===== config.mk =====
export PLATFORM = sky130hd
export DESIGN_NAME = shift_restore
export DESIGN_NICKNAME = d
export VERILOG_FILES = /design/src/rtl/alu_shift_pkg.sv /design/src/rtl/shift_restore_step.sv /design/src/rtl/shift_restore.sv
export SDC_FILE = /design/constraint.sdc
export NUM_CORES = 1
export LEC_CHECK = 0
export ABC_AREA = 1
export ABC_CLOCK_PERIOD_IN_PS = 3200
export CAP_MARGIN = 30
export CORE_MARGIN = 10
export CORE_UTILIZATION = 56
export DETAILED_ROUTE_END_ITERATION = 6
export PLACE_DENSITY = 0.8
export SLEW_MARGIN = 10
export SYNTH_ARGS = -nofsm -noshare
export SYNTH_HDL_FRONTEND = slang
export SYNTH_HIERARCHICAL = 1
export SYNTH_SLANG_ARGS = --single-unit

===== constraint.sdc =====
create_clock -name clk -period 3.2 [get_ports clk]
set_input_delay 0.32 -clock clk [delete_from_list [all_inputs] [get_ports clk]]
set_output_delay 0.32 -clock clk [all_outputs]
set_load 0.02 [all_outputs]

===== src/rtl/alu_shift_pkg.sv =====
// Shared decode constants for the ALU shift stage and its restore block.
// The forward shift stage and shift_restore both decode the control word
// through these helpers, so the field layout lives in exactly one place.
package alu_shift_pkg;

    // Control word layout: [0] direction, [WIDTH-2:1] amount, [WIDTH-1] fill.
    localparam int DIR_BIT = 0;
    localparam int AMT_LSB = 1;

    // Direction encodings carried in ctrl[DIR_BIT].
    localparam logic DIR_LEFT  = 1'b0;
    localparam logic DIR_RIGHT = 1'b1;

    // Most significant bit of the amount field for a given operand width.
    function automatic int AMT_MSB(input int width);
        return width - 2;
    endfunction

    // Position of the fill bit for a given operand width.
    function automatic int FILL_BIT(input int width);
        return width - 1;
    endfunction

    // Width of the step counter and overflow index for a given operand width.
    function automatic int cnt_width(input int width);
        return $clog2(width + 1);
    endfunction

    // Width of the amount field, kept at least one bit wide so that
    // declarations stay legal for the narrowest operand.
    function automatic int amt_width(input int width);
        return (width > 2) ? (width - 2) : 1;
    endfunction

    // State encoding shared by the restore FSM.
    localparam logic [1:0] ST_IDLE  = 2'd0;
    localparam logic [1:0] ST_SHIFT = 2'd1;
    localparam logic [1:0] ST_DONE  = 2'd2;

    typedef enum logic [1:0] {
        IDLE  = ST_IDLE,
        SHIFT = ST_SHIFT,
        DONE  = ST_DONE
    } restore_state_t;

endpackage


===== src/rtl/shift_restore_step.sv =====
// One-bit restore step: moves the work word back one position against the
// original shift direction and re-inserts one overflow bit at the end that
// the forward shift vacated.
module shift_restore_step
    import alu_shift_pkg::*;
#(
    parameter int WIDTH = 4
) (
    input  logic [WIDTH-1:0] work,
    input  logic             insert_bit,
    input  logic             dir,
    output logic [WIDTH-1:0] next_work
);

    // Left shifts lost their top bits, so restoring pushes bits back in at the
    // MSB; right shifts lost their bottom bits, so bits come back at the LSB.
    always_comb begin
        next_work = work;
        if (dir == DIR_RIGHT) begin
            next_work = {work[WIDTH-2:0], insert_bit};
        end else begin
            next_work = {insert_bit, work[WIDTH-1:1]};
        end
    end

endmodule


===== src/rtl/shift_restore.sv =====
// Iterative inverse of the ALU shift unit. A request carries the shifted
// result, the overflow word and the original control word; the block walks
// the result back one bit per cycle, re-inserting overflow bits, and hands
// the reconstructed operand out on a valid/ready handshake.
module shift_restore
    import alu_shift_pkg::*;
#(
    parameter int WIDTH = 4
) (
    input  logic             clk,
    input  logic             rst_n,
    input  logic             in_valid,
    output logic             in_ready,
    input  logic [WIDTH-1:0] result,
    input  logic [WIDTH-1:0] overflow,
    input  logic [WIDTH-1:0] ctrl,
    output logic             out_valid,
    input  logic             out_ready,
    output logic [WIDTH-1:0] operand,
    output logic             err
);

    localparam int CNT_W = cnt_width(WIDTH);
    localparam int AMT_W = amt_width(WIDTH);

    restore_state_t   state;
    logic [WIDTH-1:0] work;
    logic [WIDTH-1:0] ov_reg;
    logic             dir_reg;
    logic [CNT_W-1:0] count;
    logic [CNT_W-1:0] idx;

    logic [AMT_W-1:0] amount;
    logic [CNT_W-1:0] amount_cnt;
    logic             amount_zero;
    logic             amount_too_big;
    logic             accept;
    logic             insert_bit;
    logic [WIDTH-1:0] next_work;
    logic             unused_fill;

    // The amount field only exists when the operand is wider than two bits;
    // a two-bit operand has nothing but direction and fill.
    generate
        if (WIDTH > 2) begin : g_amount
            assign amount = ctrl[AMT_MSB(WIDTH):AMT_LSB];
        end else begin : g_no_amount
            assign amount = '0;
        end
    endgenerate

    // Fill only shaped the vacated bits of the forward shift; those bits are
    // shifted out again here, so the restore never needs it.
    assign unused_fill = ctrl[FILL_BIT(WIDTH)];

    // Decode the request once so the FSM reads as plain conditions.
    always_comb begin
        amount_zero    = (amount == '0);
        amount_too_big = (int'(amount) > WIDTH);
        amount_cnt     = CNT_W'(amount);
        accept         = in_valid & in_ready;
    end

    // Overflow bit feeding the current step; the index never leaves the
    // overflow word while a restore is in progress.
    always_comb begin
        insert_bit = 1'b0;
        if (int'(idx) < WIDTH) begin
            insert_bit = ov_reg[idx];
        end
    end

    shift_restore_step #(
        .WIDTH(WIDTH)
    ) u_step (
        .work      (work),
        .insert_bit(insert_bit),
        .dir       (dir_reg),
        .next_work (next_work)
    );

    // Request FSM: accept in IDLE, one restore step per cycle in SHIFT, then
    // hold the registered result in DONE until the consumer takes it.
    always_ff @(posedge clk or negedge rst_n) begin
        if (!rst_n) begin
            state     <= IDLE;
            work      <= '0;
            ov_reg    <= '0;
            dir_reg   <= DIR_LEFT;
            count     <= '0;
            idx       <= '0;
            in_ready  <= 1'b1;
            out_valid <= 1'b0;
            operand   <= '0;
            err       <= 1'b0;
        end else begin
            case (state)
                IDLE: begin
                    if (accept) begin
                        work     <= result;
                        ov_reg   <= overflow;
                        dir_reg  <= ctrl[DIR_BIT];
                        in_ready <= 1'b0;
                        if (amount_zero) begin
                            state     <= DONE;
                            count     <= '0;
                            idx       <= '0;
                            operand   <= result;
                            err       <= 1'b0;
                            out_valid <= 1'b1;
                        end else if (amount_too_big) begin
                            state     <= DONE;
                            count     <= '0;
                            idx       <= '0;
                            operand   <= '0;
                            err       <= 1'b1;
                            out_valid <= 1'b1;
                        end else begin
                            state <= SHIFT;
                            count <= amount_cnt;
                            if (ctrl[DIR_BIT] == DIR_RIGHT) begin
                                idx <= amount_cnt - CNT_W'(1);
                            end else begin
                                idx <= '0;
                            end
                        end
                    end
                end

                SHIFT: begin
                    work  <= next_work;
                    count <= count - CNT_W'(1);
                    if (dir_reg == DIR_RIGHT) begin
                        idx <= idx - CNT_W'(1);
                    end else begin
                        idx <= idx + CNT_W'(1);
                    end
                    if (count <= CNT_W'(1)) begin
                        state     <= DONE;
                        operand   <= next_work;
                        err       <= 1'b0;
                        out_valid <= 1'b1;
                    end
                end

                DONE: begin
                    if (out_ready) begin
                        state     <= IDLE;
                        out_valid <= 1'b0;
                        in_ready  <= 1'b1;
                    end
                end

                default: begin
                    state     <= IDLE;
                    out_valid <= 1'b0;
                    in_ready  <= 1'b1;
                end
            endcase
        end
    end

endmodule


==> reports/qor.yml <==
grt_setup_unrepaired: "false"
placed_cell_area_mm2: 0.00154
grtUsageTotal_pct: 13.1
crit_fanout: 3
ys.flop_type: "dfrtp_1"
dr.first_iter.drc_count: 58
areaGrowthSynthToFinish_pct: 18.1
crit_family: "buffers and inverters"
die_h_um: 68.7
drc: 0
critPathBufInv: 1
hold_buffers: 0
nFillCells: 196
stdcell_count: 225
rrSetupSlack_ps: 1510
finalSetupViolations: 0
postLayoutCellArea_mm2: 0.00157
crit_slowest_cell: "clkdlybuf4s50_1"
peakVddDrop_mv: 0.617
tns_ps: 0
yosysWarnings: 6
numCtsBuffers: 3
fin_crit_ps: 1810
crit_type: "reg -> out"
reg2regPathDepth: 7
die_x_um: 68.7
critPathArrivalTime_ps: 1490
dieArea_mm2: 0.00472
avgSynthCellArea_um2: 7.51
syn_nets: 198
antenna_found_initial: 0
yosysSeqAreaShare_pct: 43.4
outcome: "finished clean"
place_inst: 221
post_cts_resized: 0
pin_count: 23
powerDensity_mw_per_mm2: 929
globalplace.congestion: 0.848
fmax_mhz: 551
wire_per_inst_um: 13.0
hpwl_mm: 2.28
clkLatencyLatePin_ps: 310
start_kind: "flop"
core_area_mm2: 0.00223
post_cts_buffers: 0
final_nets: 219
syn-instance-count: 177
cts_max_path_buffers: 2
ant_nets: 0
clock-skew-final_ps: 6.28
worst_hold_path_type: "in -> async"
synth_seq_cells: 23
n_antenna_cell: 0
cts_tree: "done"
overflow: 0
grt_max_degree: 18
timing.rr.start: "in_ready"
synth_edf_count: 0
syn_area_mm2: 0.00133
p_leak_nw: 0.815
worstPathRequired_ps: 2880
avgViaCountPerCell: 5.17
cts-root-buf: "clkbuf_4"
layout_common_cells: "nand2_1, dfrtp_1, clkdlybuf4s50_1, nand3_1, inv_1"
final_common_cell: "nand2_1"
grt_pass1_vias: 1112
hold_violations: 0
synth.distinct_cells: 23
path_clk_slew_ps: 130
slew_violations: 0
drt_pass1_iterations: 4
start_util_pct: 59.6
htree_levels: 1
num_vias: 1163
port_buffers: 20
crit_path_end_kind: "primary output"
cp_slowest_stage_delay_ps: 610
rows: 17
async_reset_ff_share_pct: 100
fin_crit_sh_pct: 56.7
crit_chain: "clkdlybuf4s50_1"
r2r_end: "idx[0]"
drive_gt1_share_pct: 9.14
cts_num_sinks: 23
wl_mm: 2.92
grt_pass1_wl_mm: 4.82
drv_cap: 0
startpoint: "in_ready"
## power breakdown
group	leakage [nW]	total [mW]	internal (mW)	switching [mW]
clock	0.0150	0.136	0.0488	0.0870
sequential	0.284	0.536	0.432	0.105
combinational	0.516	0.786	0.296	0.490
total	0.815	1.46	0.776	0.682
## final cells by class
| cell class | instances | area, um2 | share of cell area (%) |
|---|---|---|---|
| multi-input cells | 133 | 644 | 41.0 |
| flip-flops and latches | 23 | 577 | 36.7 |
| repair buffers | 21 | 228 | 14.5 |
| inverters | 16 | 60.1 | 3.82 |
| well taps | 28 | 35.0 | 2.23 |
| clock buffers | 4 | 26.3 | 1.67 |
## worst register-to-register path, delay by kind of cell, from the launching register on
kind	cells	cell delay, ps
AND/OR/NAND/NOR	4	780
buffers and inverters	1	80
AO/OA/AOI/OAI	2	160
flip-flops	1	570
## Yosys cell counts, drive strengths merged, types with 2 or more instances
library cell / n / share of area (%)
nand3: 15 / 5.6
ha: 4 / 3.8
a21oi: 3 / 1.1
nand3b: 2 / 1.1
nand2: 81 / 24
o21ai: 12 / 4.5
buf: 5 / 3.7
nor2: 11 / 4.6
dfrtp: 22 / 41
inv: 16 / 4.5
## routing by layer
| metal | part of all wire (%) | track usage (%) |
|---|---|---|
| met5 | 0 | 0 |
| met4 | 0.86 | 4.68 |
| met3 | 5.7 | 4.51 |
| met2 | 52 | 22.1 |
| met1 | 41 | 15.2 |
## cells by family after synthesis
| logic type | after synthesis | share of synthesized area (%) |
|---|---|---|
| AND/OR/NAND/NOR | 111 | 36.3 |
| AO/OA/AOI/OAI | 16 | 6.58 |
| flip-flops | 23 | 43.4 |
| adder cells (fa/ha/maj) | 5 | 5.27 |
| other | 1 | 0.282 |
| buffers and inverters | 21 | 8.18 |
## metrics by stage
step | util, % | total power, mW | worst slack, ps | hold slack, ps
after global routing | 70.3 | 1.60 | 1350 | 294
after detailed placement | 69.1 | 1.33 | 1300 | 458
after global placement | 67.9 | 1.28 | 1310 | 457
final | 70.3 | 1.46 | 1390 | 283
after CTS | 70.3 | 1.47 | 1370 | 285
after floorplan | - | 1.13 | 1860 | 24.4
## how the worst max path moves through the flow
stage	to	slack [ps]	cells after the start
final	in_ready	1390	1
after detailed placement	idx[0]	1300	8
after global routing	in_ready	1350	1
after floorplan	idx[2]	1860	5
after CTS	in_ready	1370	1
after global placement	idx[0]	1310	8
No activity file was read; power rests on OpenSTA's default activity.
